===== config.mk =====
export PLATFORM = sky130hd
export DESIGN_NAME = prbs_link_ctrl
export DESIGN_NICKNAME = d
export VERILOG_FILES = /design/src/rtl/prbs_link_ctrl.sv
export SDC_FILE = /design/constraint.sdc
export NUM_CORES = 1
export LEC_CHECK = 0
export CORE_ASPECT_RATIO = 1.4
export CORE_MARGIN = 10
export CORE_UTILIZATION = 58
export CTS_CLUSTER_SIZE = 40
export DETAILED_ROUTE_END_ITERATION = 16
export HOLD_SLACK_MARGIN = 0.1
export PLACE_DENSITY = 0.78
export SLEW_MARGIN = 30
export SYNTH_ARGS = -nofsm -noshare
export SYNTH_HDL_FRONTEND = slang
export SYNTH_SLANG_ARGS = --single-unit

===== constraint.sdc =====
create_clock -name clk -period 3.2 [get_ports clk]
set_input_delay 0.64 -clock clk [delete_from_list [all_inputs] [get_ports clk]]
set_output_delay 0.64 -clock clk [all_outputs]
set_load 0.01 [all_outputs]

===== src/rtl/prbs_link_ctrl.sv =====
// rtl/prbs_link_ctrl.sv - PRBS7 loopback link-test sequencer for the gt0_rxusrclk2_i domain
// Brings up the PRBS7 generator and dataExtract aligner, waits for lock with retries, then counts bit errors.
module prbs_link_ctrl #(
    parameter int unsigned RST_CYCLES   = 4,
    parameter int unsigned LOCK_TIMEOUT = 1024,
    parameter int unsigned MAX_TRIES    = 4,
    parameter int unsigned TEST_WORDS   = 1 << 20,
    parameter int unsigned ERR_LIMIT    = 0
) (
    input  logic        clk,
    input  logic        reset,
    input  logic        start,
    input  logic        gt_ready,
    input  logic        aligned,
    input  logic [5:0]  errorCount,
    output logic        prbs_dis,
    output logic        aligner_reset,
    output logic        busy,
    output logic        done,
    output logic [1:0]  status,
    output logic [31:0] err_total,
    output logic [3:0]  tries
);

    typedef enum logic [2:0] {
        S_IDLE,
        S_WAIT_GT,
        S_ALIGN_RST,
        S_WAIT_LOCK,
        S_RUN,
        S_DONE
    } state_t;

    localparam logic [31:0] RST_LAST   = 32'(RST_CYCLES - 1);
    localparam logic [31:0] LOCK_LAST  = 32'(LOCK_TIMEOUT - 1);
    localparam logic [31:0] WORD_LAST  = 32'(TEST_WORDS - 1);
    localparam logic [31:0] ERR_MAX_OK = 32'(ERR_LIMIT);
    localparam logic [3:0]  TRY_MAX    = 4'(MAX_TRIES);

    localparam logic [1:0] ST_NONE = 2'd0;
    localparam logic [1:0] ST_PASS = 2'd1;
    localparam logic [1:0] ST_ERR  = 2'd2;
    localparam logic [1:0] ST_LOCK = 2'd3;

    state_t      state_q, state_d;
    logic [31:0] cnt_q, cnt_d;
    logic [31:0] err_d;
    logic [3:0]  tries_d;
    logic [1:0]  status_d;
    logic        busy_d, done_d;
    logic        prbs_dis_d, aligner_reset_d;
    logic        retry;
    logic [32:0] sum_wide;
    logic [31:0] sum_sat;

    // One shared counter serves the reset pulse, the lock timeout and the word window.
    assign sum_wide = {1'b0, err_total} + {27'd0, errorCount};
    assign sum_sat  = sum_wide[32] ? 32'hFFFF_FFFF : sum_wide[31:0];

    always_comb begin
        state_d  = state_q;
        cnt_d    = cnt_q;
        err_d    = err_total;
        tries_d  = tries;
        status_d = status;
        busy_d   = busy;
        done_d   = done;
        retry    = 1'b0;

        case (state_q)
            S_IDLE, S_DONE: begin
                if (start) begin
                    state_d  = S_WAIT_GT;
                    err_d    = '0;
                    tries_d  = '0;
                    status_d = ST_NONE;
                    busy_d   = 1'b1;
                    done_d   = 1'b0;
                end
            end
            S_WAIT_GT: begin
                // Every entry to ALIGN_RST, including after a gt_ready drop, spends a try.
                if (gt_ready) begin
                    retry = 1'b1;
                end
            end
            S_ALIGN_RST: begin
                if (!gt_ready) begin
                    state_d = S_WAIT_GT;
                end else if (cnt_q == RST_LAST) begin
                    state_d = S_WAIT_LOCK;
                    cnt_d   = '0;
                end else begin
                    cnt_d = cnt_q + 32'd1;
                end
            end
            S_WAIT_LOCK: begin
                if (!gt_ready) begin
                    state_d = S_WAIT_GT;
                end else if (aligned) begin
                    state_d = S_RUN;
                    cnt_d   = '0;
                    err_d   = '0;
                end else if (cnt_q == LOCK_LAST) begin
                    retry = 1'b1;
                end else begin
                    cnt_d = cnt_q + 32'd1;
                end
            end
            S_RUN: begin
                if (!gt_ready) begin
                    state_d = S_WAIT_GT;
                end else if (!aligned) begin
                    retry = 1'b1;
                end else begin
                    err_d = sum_sat;
                    if (cnt_q == WORD_LAST) begin
                        state_d  = S_DONE;
                        status_d = (sum_sat <= ERR_MAX_OK) ? ST_PASS : ST_ERR;
                        busy_d   = 1'b0;
                        done_d   = 1'b1;
                    end else begin
                        cnt_d = cnt_q + 32'd1;
                    end
                end
            end
            default: begin
                state_d = S_IDLE;
            end
        endcase

        if (retry) begin
            if (tries < TRY_MAX) begin
                state_d = S_ALIGN_RST;
                cnt_d   = '0;
                tries_d = tries + 4'd1;
            end else begin
                state_d  = S_DONE;
                status_d = ST_LOCK;
                busy_d   = 1'b0;
                done_d   = 1'b1;
            end
        end

        // Link-side controls follow the state being entered so they stay registered.
        prbs_dis_d      = !(state_d == S_ALIGN_RST || state_d == S_WAIT_LOCK || state_d == S_RUN);
        aligner_reset_d = !(state_d == S_WAIT_LOCK || state_d == S_RUN);
    end

    always_ff @(posedge clk or posedge reset) begin
        if (reset) begin
            state_q       <= S_IDLE;
            cnt_q         <= '0;
            prbs_dis      <= 1'b1;
            aligner_reset <= 1'b1;
            busy          <= 1'b0;
            done          <= 1'b0;
            status        <= ST_NONE;
            err_total     <= '0;
            tries         <= '0;
        end else begin
            state_q       <= state_d;
            cnt_q         <= cnt_d;
            prbs_dis      <= prbs_dis_d;
            aligner_reset <= aligner_reset_d;
            busy          <= busy_d;
            done          <= done_d;
            status        <= status_d;
            err_total     <= err_d;
            tries         <= tries_d;
        end
    end

endmodule


Word level (Yosys, flattened, before mapping)
Cells that the tools add are included.
- input port bits: 11
- register bits: 77
- output and inout port bits: 42
- word-level logic and storage cells: 101
- eq/ne operators: 16
- mux-type cells: 62
- add/sub/neg operators: 3
- reduce and logical (&&, ||, !) cells: 9
- magnitude comparators: 2
- operators by type and width (operator ; count):
    32-bit two-way mux ; 16
    32-bit case mux with 3 select lines ; 2
    32-bit by 6-bit adder with 33-bit output ; 1
    32-bit by 1-bit adder with 32-bit output, second input constant ; 1
    32-bit by 10-bit == test with 1-bit output, second input constant ; 1
    32-bit by 2-bit == test with 1-bit output, second input constant ; 1
    32-bit by 20-bit == test with 1-bit output, second input constant ; 1
    32-bit by 1-bit less-or-equal comparator with 1-bit output, second input constant ; 1
    3-bit two-way mux ; 10
    1-bit two-way mux ; 18
    4-bit two-way mux ; 4
    3-bit case mux with 5 select lines ; 1
    2-bit two-way mux ; 7
    3-bit by 2-bit == test with 1-bit output, second input constant ; 4
    2-bit != test, second input constant ; 5
    3-bit == test, second input constant ; 3
    6-bit AND reduction ; 1
    4-bit by 1-bit adder with 4-bit output, second input constant ; 1
    4-bit by 3-bit < comparator with 1-bit output, second input constant ; 1
    1-bit case mux with 2 select lines ; 2
    2-bit case mux with 2 select lines ; 1
    3-bit by 1-bit == test with 1-bit output, second input constant ; 1
    3-bit zero test ; 1
    1-bit logical OR ; 3
    4 further kinds ; 5

Logic depth before layout (Yosys ltp)
- depth in word-level cells: 10
- gate-level depth with buffers: 12
- depth with buffers taken out: 11

Worst setup path before layout
OpenSTA, ideal clock, no wires.
- path kind: input port to flip-flop
- start: input port errorCount[0]
- end: register status[1]
- setup time: 0.129 ns
- buffers on the path: 0
- required time: 3.071 ns
- data arrival time: 2.999 ns
- stages: 11
- path slack: 0.072 ns
- cell sequence: ha_1 > fa_1 > a21oi_1 > o221ai_2 > or3_1 > a211oi_1 > nand4_1 > nor4_1 > nand4_1 > a311oi_1 > a21oi_1
- word-level cells in the longest chain between the ends: 10
- ends and longest elaborated chain (what ; RTL line ; RTL):
    start: declaration ; 15 ; input logic [5:0] errorCount,
    32-bit by 6-bit adder with 33-bit output (*) ; 57 ; assign sum_wide = {1'b0, err_total} + {27'd0, errorCount};
    32-bit two-way mux (*) ; 58 ; assign sum_sat = sum_wide[32] ? 32'hFFFF_FFFF : sum_wide[31:0];
    32-bit by 1-bit less-or-equal comparator with 1-bit output (*) ; 119 ; status_d = (sum_sat <= ERR_MAX_OK) ? ST_PASS : ST_ERR;
    2-bit two-way mux (*) ; 119 ;
    2-bit two-way mux (*) ; 117 ; if (cnt_q == WORD_LAST) begin
    2-bit two-way mux (*) ; 113 ; end else if (!aligned) begin
    2-bit two-way mux (*) ; 111 ; if (!gt_ready) begin
    2-bit case mux with 2 select lines (*) ; 70 ; case (state_q)
    2-bit two-way mux ; 133 ; if (tries < TRY_MAX) begin
    2-bit two-way mux (*) ; 132 ; if (retry) begin
    named net status_d[1] ; 49 ; logic [1:0] status_d;
    end signal: assignment ; 168 ; status <= status_d;
    end: declaration ; 20 ; output logic [1:0] status,
Mark *: on every way through the listed nets, which the timed path passes. The rest lies on a longest branch.
A chain may end at the register's enable or synchronous reset.

Worst setup path after layout
- start: register err_total[0]
- end: register status[1]
- word-level cells in the longest chain between the ends: 10
- ends and longest elaborated chain (what ; RTL line ; RTL):
    start: declaration ; 21 ; output logic [31:0] err_total,
    start signal: assignment ; 169 ; err_total <= err_d;
    32-bit by 6-bit adder with 33-bit output (*) ; 57 ;
    32-bit two-way mux (*) ; 58 ;
    32-bit by 1-bit less-or-equal comparator with 1-bit output (*) ; 119 ;
    2-bit two-way mux (*) ; 119 ;
    2-bit two-way mux (*) ; 117 ;
    2-bit two-way mux (*) ; 113 ;
    2-bit two-way mux (*) ; 111 ;
    2-bit case mux with 2 select lines (*) ; 70 ;
    2-bit two-way mux ; 133 ;
    2-bit two-way mux (*) ; 132 ;
    named net status_d[1] ; 49 ;
Marked as above.

==> results.md <==
* Tightest Pin Transition at 0.788 ns
* Row Count at 42
* Vias at 6252
* RD Place Congestion at 0.978
* Vias in the first global route at 6207
* Pleak at 3.02 nW
* Seq. cell area at 0.00193 mm^2
* Clk pwr share at 31.2%
* Longest Clk Path Bufs at 2
* CTS tree: done
* Root Driver: clkbuf_16
* Syn_nets at 722
* Max IR drop VDD at 0.000296 V
* Iter 0 DRT Violations at 429
* Worst-Skew Late Latency at 0.35 ns
* WP data required at 3.43 ns
* Inserted Clock Buffers at 9
* Crit path time final at 3.07 ns
* Die area at 0.0138 mm^2
* Pin count of the biggest net entering global routing at 42
* Cell taking the most area after synthesis: dfrtp_1
* Antenna-violating nets left at 0
* Starting density of the core at 58.7%
* CP Launch Point: err_total[0]$_DFFE_PP0P_
* DIE WIDTH at 102 um
* # nets final at 828
* DIE HEIGHT at 135 um
* Hpwl dp at 13.0 mm
* Ranking of synthesized cells by area: dfrtp_1, o21ai_0, a21oi_1, nand2_1, nor2_1
* Clk sinks at 77
* Period utilization at 95.8%
* Drt drc at 0
* Max Fclk at 0.326 GHz
* Switching power at 1.34 mW
* First-pass GRT wire length at 30.2 mm
* HP Start: done$_DFF_PP0_
* Sequential area share after synthesis at 35.1%
* Status: completed
* Core area at 0.00935 mm^2
* Worst Skew at 0.00487 ns
* Fill count at 697
* Worst-path fanout max at 3
* Seq cells post-synth at 77
* Fraction of layout cells with a size suffix above 1 at 17.7%
* Max-slew violations at 0
* PD cells at 513 mW/mm^2
* Combinational Power Share at 36.3%
* Final-report hold violation count at 0
* Setup TNS at 0 ns
* First-pass DRT Iterations at 6
* WHS at 0.482 ns
* Initial antenna violation count at 1
* CP Class: register to register
* Max-slew headroom at 47.4%
* Gr ovfl total at 0
* Drt via density at 6.77
* H-tree depth at 3
* EDFF count, synth at 0
* HP Class: register to register
* Routed len/inst at 20.7 um
* Final Setup Violations at 0
* Synth Area per Inst at 7.83 um^2
* Syn Inst Count at 702
* Reg-to-reg startpoint: err_total[0]$_DFFE_PP0P_
* Overall Power at 3.66 mW
* Mapped cell area at 0.00550 mm^2
* Multi-input logic area at 0.00349 mm^2
* Max Cap Viol at 0
* Layout Area Growth over Synthesis at 29.9%
* # port buffers at 52
* Pint at 2.32 mW
* Synth cell types at 68
* Post-synth top area share at 34.2%
* Sequential share of power at 32.6%
* Drt total wl at 19.1 mm
* Ports at 53
* Main synth FF type: dfrtp_1
* Startpoint types: register
* FFs w/ async S/R, synth at 100%
* Sw Ratio at 36.6%
* Worst-path clk slew at 0.06 ns
* Yosys warnings at 0
* Critical path arrival at 3.29 ns
* Overall Global Routing Usage at 27.2%
* Critical Path End Type: register
==> cell usage in the layout, fill, tap and decap left out, types with 4 or more instances in the layout <==
master           count
a211oi_1             6
a21o_1               8
a21oi_1             57
a22oi_1              5
a311oi_1             9
a31oi_1             12
a41oi_1              4
and3_1              14
buf_4               77
clkbuf_16            9
clkdlybuf4s50_1     46
dfrtp_1             75
dlymetal6s2s_1       5
ha_4                 4
inv_1               16
mux2i_1              4
nand2_1             79
nand2b_1             5
nand3_1             40
nand4_1             17
nand4b_1             4
nor2_1              65
nor2b_1              7
nor3_1              25
nor3_2               5
nor3b_1              5
nor4_1              17
o21ai_0             74
o21ai_1              6
o31ai_1              8
or3_1                6
xnor2_1             10
xor2_1              10
==> kinds of logic (layout without fill, tap and decap cells) <==
| logic type | Yosys count | in the layout | share of synthesized area (%) |
|---|---|---|---|
| fa+ha+maj | 9 | 9 | 2.19 |
| simple gates | 317 | 317 | 29.3 |
| flops | 77 | 77 | 35.1 |
| xor+xnor | 20 | 20 | 3.19 |
| mux | 4 | 4 | 0.729 |
| buf+inv | 56 | 167 | 5.19 |
| compound gates | 219 | 219 | 24.3 |
| other cells | 0 | 1 | 0 |
==> final timing paths <==
path                       cells past startpoint  slack, ns                   endpoint
max in group asynchronous                      3       1.80        cnt_q[27]$_DFF_PP0_
hold reg to reg                                2       0.48             done$_DFF_PP0_
setup reg to reg                              12       0.13        status[1]$_DFF_PP0_
setup / recovery                              12       0.13        status[1]$_DFF_PP0_
hold / removal                                 2       0.48             done$_DFF_PP0_
min in group asynchronous                      2       0.74  err_total[29]$_DFFE_PP0P_
==> registers in the layout, summed over array words and instances, names as in the netlist <==
register	flops
prbs_dis	1
cnt_q	32
status	2
done	1
busy	1
state_q	3
tries	4
aligner_reset	1
err_total	32
==> per-layer routing <==
layer	routed length [um]	track usage [%]	vias to the layer above
li1	-	-	2810
met1	6720	29.9	2924
met2	9830	47.3	396
met3	1420	5.46	122
met4	1160	14.9	0
met5	0	0	-
==> per-stage QoR <==
step	setup slack, ns	util (%)	cell area, um^2	instances
after floorplan	0.0723	-	5500	702
after global placement	-0.560	69.5	6500	896
after detailed placement	-0.639	69.5	6500	896
after CTS	0.0166	74.3	6950	916
after global routing	-0.0374	76.3	7140	924
final	0.135	76.3	7140	924
==> Yosys cell counts (7+ instances only) <==
master	instances
nor2b_1	8
clkbuf_1	24
nor2_1	66
o21ai_0	79
xnor2_1	10
a311oi_1	9
buf_2	9
and3_1	14
a31oi_1	12
nand4_1	17
nor4_1	21
ha_1	8
a211oi_1	7
a21oi_1	62
dfrtp_1	75
or3_1	7
nor3_1	29
inv_1	17
nand3_1	41
xor2_1	10
nand2_1	79
o31ai_1	8
a21o_1	8
==> area by class of cell <==
class                           instances  area share, %
Clock buffer                           12           3.59
Clock inverter                          4          0.982
Tap cell                              110           1.93
Timing Repair Buffer                  134           16.7
Antenna cell                            1         0.0351
Multi-Input combinational cell        569           48.9
Sequential cell                        77           27.0
Inverter                               17          0.911
==> worst max-delay path: stages (launching register included) <==
cell      delay, ns
dfrtp_1        0.39
ha_2           0.19
fa_2           0.39
a21oi_4        0.22
o221ai_4       0.13
or3_4          0.39
a211oi_2       0.19
nand4_1        0.14
nor4_2         0.26
buf_4          0.15
nand4_1        0.13
a311oi_1       0.29
a21oi_1        0.07
==> power by group through the flow <==
stage	clock, mW	sequential [mW]	combinational, mW
6_report	1.14	1.19	1.33
5_1_grt	1.20	1.20	1.44
4_1_cts	1.15	1.19	1.26
3_5_place_dp	0	1.20	1.22
3_3_place_gp	0	1.20	1.19
2_1_floorplan	0	1.17	0.767
==> repair_timing <==
action / 4_1_cts / 5_1_grt
pin swaps: 13 / 22
hold buffers: 0 / 0
setup buffers: 4 / 7
setup endpoints to repair: 2 / 14
resized for setup: 20 / 28
hold endpoints to repair: 0 / 0
Note: power is estimated with default switching activity, not from simulation.
==> RTL edit (same flow settings) <==
Set the parameter `LOCK_TIMEOUT` to 512 (it was 1024).
--- a/src/rtl/prbs_link_ctrl.sv
+++ b/src/rtl/prbs_link_ctrl.sv
@@ -2,7 +2,7 @@
 // Brings up the PRBS7 generator and dataExtract aligner, waits for lock with retries, then counts bit errors.
 module prbs_link_ctrl #(
     parameter int unsigned RST_CYCLES   = 4,
-    parameter int unsigned LOCK_TIMEOUT = 1024,
+    parameter int unsigned LOCK_TIMEOUT = 512,
     parameter int unsigned MAX_TRIES    = 4,
     parameter int unsigned TEST_WORDS   = 1 << 20,
     parameter int unsigned ERR_LIMIT    = 0
Check against the original RTL: no difference found for any inputs over 4 cycles, from zero or initial values and one cycle with reset high; that may be too few to reach the edited logic, so the function may still have changed.
==> RTL edit against the unedited design <==
- count of clock-buffer cells in the layout is 2 lower
- first-iteration DRC count up 23%
- clock skew rose by 0.0043 ns
- maximum frequency fell by 0.37%
- critical path depth did not move
- final area shrank 1.1%
- via count decreased by 3.5%
- synthesized area decreased by 2.2%
- worst setup slack got worse by 0.011 ns
- power rose by 4.6%
- sequential cell count unchanged
- routed wire length decreased by 5.7%
- largest power group unchanged
- highest routed layer unchanged
==> RTL edit: results <==
group,metric,value,unit
global_routing,grt_use_met3,5.039,%
global_routing,gr-usage-met2,44.66,%
finish,diodes,0,
sta,slew_headroom,54.58,%
global_routing,grt_pass1_wl,28790,um
global_routing,grt_max_degree,33,
critical_path,ff2ff_setup_slack,0.20,ns
finish,final_nets,819,
route,drt_pass1_iterations,6,
route,wire_per_inst,19.79,um
cts,cts_max_level,3,
finish,drive_above_1_share,17.79,%
logic_synthesis,syn_area_per_cell,7.743,um2
power_and_ir_drop,p_leak,2.955,nW
sta,hold-worst-slack,0.5063,ns
route,dr_total_vias,6032,
finish,nFillCells,616,
critical_path,cp.arrival,3.29,ns
critical_path,crit_path_max_incr_delay,0.46,ns
cts,cts_setup_buffers,3,
power_and_ir_drop,ir_worst_vdd,0.4103,mV
cts,cts_resized,24,
global_routing,grt_use_total,25.97,%
critical_path,critical_path.top_delay_family,"compound AO/OA/AOI/OAI gates",
worst_hold_path,min_path_cells,1,
worst_hold_path,hold_path_end,"done$_DFF_PP0_",
route,viasPerCell,6.621,
outcome,status,"completed",
place,dp_cells,886,
global_routing,antenna_found_initial,0,
logic_synthesis,synth_common_cells,"79 x nor2_1, 78 x o21ai_0, 75 x dfrtp_1",
critical_path,cpMaxStageDelayCell,"a2111o_1",
logic_synthesis,ys_seq_area_share,35.90,%
global_routing,grt_pass1_vias,5838,
logic_synthesis,syn-num-nets,714,
logic_synthesis,yosys-top-cells-area,"dfrtp_1 35%, o21ai_0 7.3%, a21oi_1 6.3%, nor2_1 5.5%, nand2_1 5.2%",
critical_path,crit_path_start,"errorCount[0]",
sta,max_freq,0.3250,GHz
logic_synthesis,yosysUniqueCellTypes,66,
place,dp_hpwl,12400,um
logic_synthesis,ys.flop_type,"dfrtp_1",
critical_path,cp_max_fo,2,
route,wl_met2,9335,um
route,drt_iter0_drc,527,
route,met1_length,6567,um
logic_synthesis,synthArstFlopShare,100.0,%
place,gp_congestion,0.9502,
place,post-place-ws,-0.6182,ns
critical_path,reg2regPathDepth,11,
route,routed-wl-met3,1113,um
cts,clock-root-buffer,"clkbuf_16",
sta,finClkSkew,0.009138,ns
global_routing,grt_util_met1,28.65,%
-- RTL edit: cells by family after synthesis --
group | synth area share (%)
AND/OR/NAND/NOR | 27.29
AO/OA/AOI/OAI | 26.59
flip-flops | 35.90
buffers and inverters | 4.470
XOR/XNOR | 2.282
adder cells (fa/ha/maj) | 2.235
multiplexers | 1.234
-- RTL edit: final cells by class --
type | count | area share (%)
Timing Repair Buffer | 138 | 17.15
Clock inverter | 6 | 0.9924
Multi-Input combinational cell | 558 | 48.45
Tap cell | 107 | 1.896
Clock buffer | 10 | 3.385
Inverter | 15 | 0.7974
Sequential cell | 77 | 27.33
-- RTL edit: metrics by stage --
stage	instance area, um2	util, %
2_1_floorplan	5374	-
3_3_place_gp	6456	71.51
3_5_place_dp	6456	71.51
4_1_cts	6884	76.25
5_1_grt	7061	78.20
6_report	7061	78.20
-- RTL edit: power by group --
part | internal, mW | switching (mW)
Clock | 0.632 | 0.454
Combinational | 0.653 | 0.869
Sequential | 1.07 | 0.149
